File: config.mk
export PLATFORM = sky130hd
export DESIGN_NAME = sobel_edge_engine
export DESIGN_NICKNAME = d
export VERILOG_FILES = /design/src/rtl/img_pkg.sv /design/src/rtl/rgb565_to_grey.sv /design/src/rtl/sobel_edge_engine.sv
export SDC_FILE = /design/constraint.sdc
export NUM_CORES = 1
export LEC_CHECK = 0
export CORE_ASPECT_RATIO = 0.5
export CORE_UTILIZATION = 43
export DETAILED_ROUTE_END_ITERATION = 6
export SLEW_MARGIN = 20
export SYNTH_ARGS = -nofsm -noshare
export SYNTH_HDL_FRONTEND = slang
export SYNTH_SLANG_ARGS = --single-unit
File: constraint.sdc
create_clock -name clk -period 17.25 [get_ports clk]
set_clock_uncertainty 0.05 [all_clocks]
set_input_delay 1.725 -clock clk [delete_from_list [all_inputs] [get_ports clk]]
set_output_delay 1.725 -clock clk [all_outputs]
set_load 0.05 [all_outputs]
File: src/rtl/img_pkg.sv
// rtl/img_pkg.sv - shared frame geometry, RGB565 field layout and edge-engine states
package img_pkg;

    localparam int IMG_W  = 150;
    localparam int IMG_H  = 150;
    localparam int ADDR_W = 15;

    localparam int R_MSB = 15;
    localparam int R_LSB = 11;
    localparam int G_MSB = 10;
    localparam int G_LSB = 5;
    localparam int B_MSB = 4;
    localparam int B_LSB = 0;

    typedef logic [ADDR_W-1:0] addr_t;

    typedef enum logic [3:0] {
        IDLE,
        BORDER_ROW,
        ROW_START,
        PRELOAD,
        FETCH,
        COMPUTE,
        WRITE,
        ROW_END,
        DONE
    } edge_state_t;

endpackage

File: src/rtl/rgb565_to_grey.sv
// rtl/rgb565_to_grey.sv - combinational RGB565 to 8-bit grey, weights 1:2:1
module rgb565_to_grey
    import img_pkg::*;
(
    input  logic [15:0] i_rgb,
    output logic [7:0]  o_grey
);

    logic [7:0] w_r8;
    logic [7:0] w_g8;
    logic [7:0] w_b8;
    logic [9:0] w_sum;

    assign w_r8   = {i_rgb[R_MSB:R_LSB], 3'b000};
    assign w_g8   = {i_rgb[G_MSB:G_LSB], 2'b00};
    assign w_b8   = {i_rgb[B_MSB:B_LSB], 3'b000};
    // Worst case 248 + 504 + 248 = 1000, so 10 bits never overflow.
    assign w_sum  = {2'b00, w_r8} + {1'b0, w_g8, 1'b0} + {2'b00, w_b8};
    assign o_grey = w_sum[9:2];

endmodule

File: src/rtl/sobel_edge_engine.sv
// rtl/sobel_edge_engine.sv - frame-pass Sobel edge detector from buffer port A to edge map on port B
module sobel_edge_engine #(
    parameter int IMG_W  = img_pkg::IMG_W,
    parameter int IMG_H  = img_pkg::IMG_H,
    parameter int THRESH = 128
) (
    input  logic                       clk,
    input  logic                       rst_n,
    input  logic                       start,
    output logic                       busy,
    output logic                       done,
    output logic [img_pkg::ADDR_W-1:0] r_addr_a,
    input  logic [15:0]                d_out_a,
    output logic [img_pkg::ADDR_W-1:0] w_addr_b,
    output logic                       d_in_b,
    output logic                       w_en_b
);
    import img_pkg::*;

    localparam addr_t       L_W    = addr_t'(IMG_W);
    localparam addr_t       L_W2   = addr_t'(2 * IMG_W);
    localparam addr_t       L_W_M1 = addr_t'(IMG_W - 1);
    localparam addr_t       L_W_M2 = addr_t'(IMG_W - 2);
    localparam addr_t       L_H_M1 = addr_t'(IMG_H - 1);
    localparam logic [11:0] L_THR  = 12'(THRESH);

    edge_state_t r_state;
    edge_state_t w_state_nxt;

    addr_t       r_x;
    addr_t       r_y;
    addr_t       r_base_up;
    logic [1:0]  r_ph;
    logic [1:0]  r_rrow;
    logic        r_rcol;
    logic [7:0]  r_win [3][3];

    addr_t       w_col;
    addr_t       w_row_off;
    addr_t       w_rd_addr;
    logic        w_rd_last;
    logic        w_wr_nxt;
    logic [7:0]  w_grey;

    logic [9:0]         w_gx_p;
    logic [9:0]         w_gx_n;
    logic [9:0]         w_gy_p;
    logic [9:0]         w_gy_n;
    logic signed [11:0] w_gx;
    logic signed [11:0] w_gy;
    logic signed [11:0] w_nx;
    logic signed [11:0] w_ny;
    logic [10:0]        w_ax;
    logic [10:0]        w_ay;
    logic [10:0]        w_mag;
    logic               w_edge;

    rgb565_to_grey u_grey (
        .i_rgb  (d_out_a),
        .o_grey (w_grey)
    );

    assign w_rd_last = (r_ph == 2'd2) && (r_rrow == 2'd2) && ((r_state == FETCH) || r_rcol);

    always_ff @(posedge clk or negedge rst_n) begin
        if (!rst_n) begin
            r_state <= IDLE;
        end else begin
            r_state <= w_state_nxt;
        end
    end

    always_comb begin
        w_state_nxt = r_state;
        case (r_state)
            IDLE:       if (start) w_state_nxt = BORDER_ROW;
            BORDER_ROW: if (r_x == L_W_M1) w_state_nxt = (r_y == '0) ? ROW_START : DONE;
            ROW_START:  w_state_nxt = PRELOAD;
            PRELOAD:    if (w_rd_last) w_state_nxt = FETCH;
            FETCH:      if (w_rd_last) w_state_nxt = COMPUTE;
            COMPUTE:    w_state_nxt = WRITE;
            WRITE:      w_state_nxt = (r_x < L_W_M2) ? FETCH : ROW_END;
            ROW_END:    w_state_nxt = ((r_y + addr_t'(1)) == L_H_M1) ? BORDER_ROW : ROW_START;
            DONE:       w_state_nxt = IDLE;
            default:    w_state_nxt = IDLE;
        endcase
        w_wr_nxt = (w_state_nxt == BORDER_ROW) || (w_state_nxt == ROW_START) ||
                   (w_state_nxt == WRITE)      || (w_state_nxt == ROW_END);
    end

    // Window columns are read top-to-bottom; rows y-1..y+1 sit at base_up + {0, W, 2W}.
    always_comb begin
        w_col = (r_state == PRELOAD) ? addr_t'(r_rcol) : r_x + addr_t'(1);
        case (r_rrow)
            2'd0:    w_row_off = '0;
            2'd1:    w_row_off = L_W;
            default: w_row_off = L_W2;
        endcase
        w_rd_addr = r_base_up + w_col + w_row_off;
    end

    always_comb begin
        w_gx_p = {2'b00, r_win[0][2]} + {1'b0, r_win[1][2], 1'b0} + {2'b00, r_win[2][2]};
        w_gx_n = {2'b00, r_win[0][0]} + {1'b0, r_win[1][0], 1'b0} + {2'b00, r_win[2][0]};
        w_gy_p = {2'b00, r_win[2][0]} + {1'b0, r_win[2][1], 1'b0} + {2'b00, r_win[2][2]};
        w_gy_n = {2'b00, r_win[0][0]} + {1'b0, r_win[0][1], 1'b0} + {2'b00, r_win[0][2]};
        w_gx   = signed'({2'b00, w_gx_p}) - signed'({2'b00, w_gx_n});
        w_gy   = signed'({2'b00, w_gy_p}) - signed'({2'b00, w_gy_n});
        w_nx   = -w_gx;
        w_ny   = -w_gy;
        w_ax   = w_gx[11] ? w_nx[10:0] : w_gx[10:0];
        w_ay   = w_gy[11] ? w_ny[10:0] : w_gy[10:0];
        w_mag  = w_ax + w_ay;
        w_edge = {1'b0, w_mag} > L_THR;
    end

    // Port B outputs are registered from the next state so each write lands in its own state cycle.
    always_ff @(posedge clk or negedge rst_n) begin
        if (!rst_n) begin
            busy      <= 1'b0;
            done      <= 1'b0;
            w_en_b    <= 1'b0;
            d_in_b    <= 1'b0;
            r_addr_a  <= '0;
            w_addr_b  <= '0;
            r_x       <= '0;
            r_y       <= '0;
            r_base_up <= '0;
            r_ph      <= '0;
            r_rrow    <= '0;
            r_rcol    <= 1'b0;
            for (int r = 0; r < 3; r++) begin
                for (int c = 0; c < 3; c++) begin
                    r_win[r][c] <= '0;
                end
            end
        end else begin
            busy   <= (w_state_nxt != IDLE) && (w_state_nxt != DONE);
            done   <= (w_state_nxt == DONE);
            w_en_b <= w_wr_nxt;
            d_in_b <= (r_state == COMPUTE) && w_edge;
            if (w_wr_nxt) begin
                w_addr_b <= (r_state == IDLE) ? '0 : w_addr_b + addr_t'(1);
            end

            case (r_state)
                IDLE: begin
                    if (start) begin
                        r_x       <= '0;
                        r_y       <= '0;
                        r_base_up <= '0;
                        r_ph      <= '0;
                        r_rrow    <= '0;
                        r_rcol    <= 1'b0;
                    end
                end
                BORDER_ROW: begin
                    if (r_x == L_W_M1) begin
                        r_x <= '0;
                        r_y <= r_y + addr_t'(1);
                    end else begin
                        r_x <= r_x + addr_t'(1);
                    end
                end
                ROW_START: begin
                    r_ph   <= '0;
                    r_rrow <= '0;
                    r_rcol <= 1'b0;
                end
                PRELOAD, FETCH: begin
                    if (r_ph == 2'd0) begin
                        r_addr_a <= w_rd_addr;
                    end
                    if (r_ph == 2'd2) begin
                        r_ph <= '0;
                        // Each capture shifts its row left, so preload and fetch share one path.
                        for (int r = 0; r < 3; r++) begin
                            if (r_rrow == 2'(r)) begin
                                r_win[r][0] <= r_win[r][1];
                                r_win[r][1] <= r_win[r][2];
                                r_win[r][2] <= w_grey;
                            end
                        end
                        if (r_rrow == 2'd2) begin
                            r_rrow <= '0;
                            r_rcol <= ~r_rcol;
                        end else begin
                            r_rrow <= r_rrow + 2'd1;
                        end
                    end else begin
                        r_ph <= r_ph + 2'd1;
                    end
                    if (w_rd_last && (r_state == PRELOAD)) begin
                        r_x <= addr_t'(1);
                    end
                end
                WRITE: begin
                    if (r_x < L_W_M2) begin
                        r_x <= r_x + addr_t'(1);
                    end
                end
                ROW_END: begin
                    r_x       <= '0;
                    r_y       <= r_y + addr_t'(1);
                    r_base_up <= r_base_up + L_W;
                end
                default: ;
            endcase
        end
    end

endmodule
==> impl_results.md <==
* First-pass GRT wire length at 40200 microns
* Quantity of I/O buffers inserted on ports at 52
* Leading cell types by count after synthesis: 168 x sky130_fd_sc_hd__o21ai_0, 157 x sky130_fd_sc_hd__nand2_1, 156 x sky130_fd_sc_hd__inv_1
* Rel. slew slack at ~28%
* Cell with the biggest individual delay on the critical path: sky130_fd_sc_hd__fa_1
* Share of flip-flops with an asynchronous set or reset at 100%
* Max Root-Sink Buffers at 2
* # fillers at around 2400
* Die Y at 116 microns
* Synth Instances at 1273
* Routed length per instance at 14.4 microns
* Number of setup violations in the final report at 0
* Data required time at the worst endpoint at 17.56 ns
* Clk_lat worst skew at roughly 0.44 ns
* Number of buffers inserted by hold repair at cts at 0
* Largest fanout on the critical path at 7
* Most frequent cell after synthesis: sky130_fd_sc_hd__o21ai_0
* Dominant synthesized flop cell: sky130_fd_sc_hd__dfrtp_1
* Fraction of the cycle the final worst path needs at between 30% and 40%
* Power Density at 58.7 mW/mm^2
* Count of flip-flops with a built-in enable after synthesis at 0
* Share of Yosys cell area claimed by the top area cell type at 33.9%
* Critical path startpoint category: register
* Detailed-route vias per instance at 5.15
* Starting density of the core at 43.9%
* Fin Setup TNS at 0 ns
* DRC marker count from the first detailed-route iteration at 558
* TritonCTS clock tree: yes
* Category of the most critical setup path: reg -> reg
* Weighted congestion at the end of routability-driven global placement at 0.815
* Shortest clock period the worst path allows after layout at 6.15 ns
* Yosys Warn Count at 0
* Worst hold path class: reg -> reg
* Max-slew violation total from the final report at 0
* Root buf cell: sky130_fd_sc_hd__clkbuf_16
* Slew at the pin closest to its max-slew limit at 1.08 ns
* Largest net degree at the start of global routing at 77
* Number of diodes added for antenna fixing at 0
* Hpwl dp at around 18000 microns
* Worst path bufs/invs at 4
* FF+latch count, synth at 150
* Hold Vio Cnt, Final at 0
* Worst Hold Depth at 2
* Reg2reg start: r_win[19]$_DFFE_PN0P_
* Worst setup EP type: register
* Via count at 8547
* DRC viols at 0
* Post-cts gate resize count at 0
* Register-to-Register Path Depth at 24
* Number of global-route vias before repair at between 8000 and 9000
* Fmax at 163 MHz
* Data arrival time at the worst-slack endpoint at 6.46 ns
* Global-route usage over all layers at between 10% and 20%
* Postcts setup bufs at 0
* Result of the run: finished, final reports clean
* Layout overhead on the synthesized area at 12.4%
* Total Routed Length at 24000 microns
* Fin Hold WS at 0.424 ns
* Post-synthesis cell type count at between 70 and 80
* # nets final at 1457
* Post-synthesis instance area at 0.0111 sq mm
* Post-CTS clock slew at the launch and capture registers of the worst setup and hold paths at roughly 0.060 ns
* Total iterations of the first detailed-routing run at 4
* Peak per-stage delay on the critical path at 0.54 ns
* Initial antenna violation count at 0
* Mean instance size in the synthesized netlist at 8.71 sq um
* Area enclosed by the die boundary at around 0.026 sq mm
* Standby leakage power at 5.64 nW
* Endpoint of the worst register-to-register path: d_in_b$_DFF_PN0_
* Slack of the worst reg-to-reg path at 11.10 ns
* Core box area at roughly 0.025 sq mm
* Inserted Clock Buffers at 17
* List of cells traversed by the critical path: inv_1, fa_1, fa_1, inv_1, fa_1, inv_1, ha_1, o21ai_0, o21ai_0, o211ai_1, a21oi_1, a21boi_1, nor2_1, a21oi_1, inv_1, ha_1, a21o_1, a211oi_1, nor2_1, nor4_1, o41ai_1, and4_2, or3_1, a31oi_1
* Start point of the worst min-delay path: r_win[39]$_DFFE_PN0P_
* Clock sinks at 150
* Deepest level of the CTS H-tree at 4
* Cell accounting for the most synthesized area: sky130_fd_sc_hd__dfrtp_1
* Die width at 229 microns
* Cell type group with the largest total delay on the critical path: adder cells
* Remaining antenna violation count at 0
* Setup repair after global routing missed its margin: false
* Top-Level Pins at 53
* Fraction of layout instances using a drive strength above 1 at under 10%
* Most used cell along the critical path: sky130_fd_sc_hd__inv_1
* Post-Route Utilization at 49.4%
* Seq/Total Area, Yosys at 33.9%
* Grt ovf at 0
* Post-Syn Nets at 1425
* Reported max-cap violation count at 0
* Peak supply drop at 65.3 uV
* Cell types occupying the most area after synthesis: sky130_fd_sc_hd__dfrtp_1 34%, sky130_fd_sc_hd__fa_1 12%, sky130_fd_sc_hd__o21ai_0 7.6%
* Row count at 41
* Worst hold endpoint: r_win[47]$_DFFE_PN0P_
==> placed cells by master, fill, tap and decap left out, types with 16 or more instances in the layout <==
cell type / n
sky130_fd_sc_hd__nand2_1: 157
sky130_fd_sc_hd__nor2_1: 98
sky130_fd_sc_hd__nor3_1: 16
sky130_fd_sc_hd__clkbuf_16: 17
sky130_fd_sc_hd__fa_1: 67
sky130_fd_sc_hd__nand3_1: 31
sky130_fd_sc_hd__and3_1: 27
sky130_fd_sc_hd__o31ai_1: 16
sky130_fd_sc_hd__nand2b_1: 27
sky130_fd_sc_hd__inv_1: 156
sky130_fd_sc_hd__xor2_1: 32
sky130_fd_sc_hd__xnor2_1: 30
sky130_fd_sc_hd__a21oi_1: 36
sky130_fd_sc_hd__o21ai_0: 168
sky130_fd_sc_hd__ha_1: 66
sky130_fd_sc_hd__clkdlybuf4s50_1: 51
sky130_fd_sc_hd__dfrtp_1: 150
==> logic make-up after synthesis <==
kind of cell    synth area share [%]
flops                           33.9
buf+inv                         7.06
simple gates                    18.3
mux                            0.655
compound gates                  15.7
other cells                   0.0338
xor+xnor                        4.90
fa+ha+maj                       19.5
==> worst max path at each step <==
stage | from | end | slack [ns] | cells after the start
2_1_floorplan | r_win[51]$_DFFE_PN0P_ | d_in_b$_DFF_PN0_ | 11.65 | 23
3_3_place_gp | r_win[19]$_DFFE_PN0P_ | d_in_b$_DFF_PN0_ | 11.30 | 24
3_5_place_dp | r_win[19]$_DFFE_PN0P_ | d_in_b$_DFF_PN0_ | 11.13 | 24
4_1_cts | r_win[19]$_DFFE_PN0P_ | d_in_b$_DFF_PN0_ | 11.12 | 24
5_1_grt | r_win[19]$_DFFE_PN0P_ | d_in_b$_DFF_PN0_ | 10.65 | 24
6_report | r_win[19]$_DFFE_PN0P_ | d_in_b$_DFF_PN0_ | 11.10 | 24
==> power by group <==
group          internal [mW]  switching, mW
Combinational         0.0117         0.0200
Sequential             0.352              0
Clock                  0.196          0.152
==> routing by layer <==
metal	vias up	routed length, microns	global-route usage [%]
met4	0	337	5.33
met5	-	0	0
met3	21	625	4.13
met2	79	11100	30.7
li1	4324	-	-
met1	4123	11900	26.0
==> final cells by class <==
type	count	area, sq um	share of cell area, %
clock inverters	12	109	0.874
inverters	157	589	4.73
clock buffers	18	429	3.44
flip-flops and latches	150	3750	30.1
multi-input cells	920	6560	52.7
repair buffers	59	587	4.71
well taps	344	430	3.45
==> sequential cells by signal, indices dropped and copies added, names as in the netlist <==
signal     count
busy           1
d_in_b         1
done           1
r_addr_a      15
r_base_up     14
r_ph           2
r_rcol         1
r_rrow         2
r_state        4
r_win         63
r_x           15
r_y           15
w_addr_b      15
w_en_b         1
==> per-stage QoR <==
stage / std cells / power [mW] / setup slack (ns) / area (sq um)
after global routing: 1660 / 0.760 / 10.65 / 12500
after detailed placement: 1629 / 0.390 / 11.13 / 11900
after global placement: 1629 / 0.390 / 11.30 / 11900
final: 1660 / 0.732 / 11.10 / 12500
after floorplan: 1273 / 0.372 / 11.65 / 11100
after CTS: 1659 / 0.743 / 11.12 / 12400
==> worst reg2reg max path: cells and delay by family (launching register included) <==
family,cells,cell delay (ns)
buffers and inverters,4,0.25
adders and majority gates,5,2.22
DFF,1,0.36
AOI/OAI and AO/OA,10,2.17
and+or+nand+nor,5,1.03
Note: power is estimated with default switching activity, not from simulation.
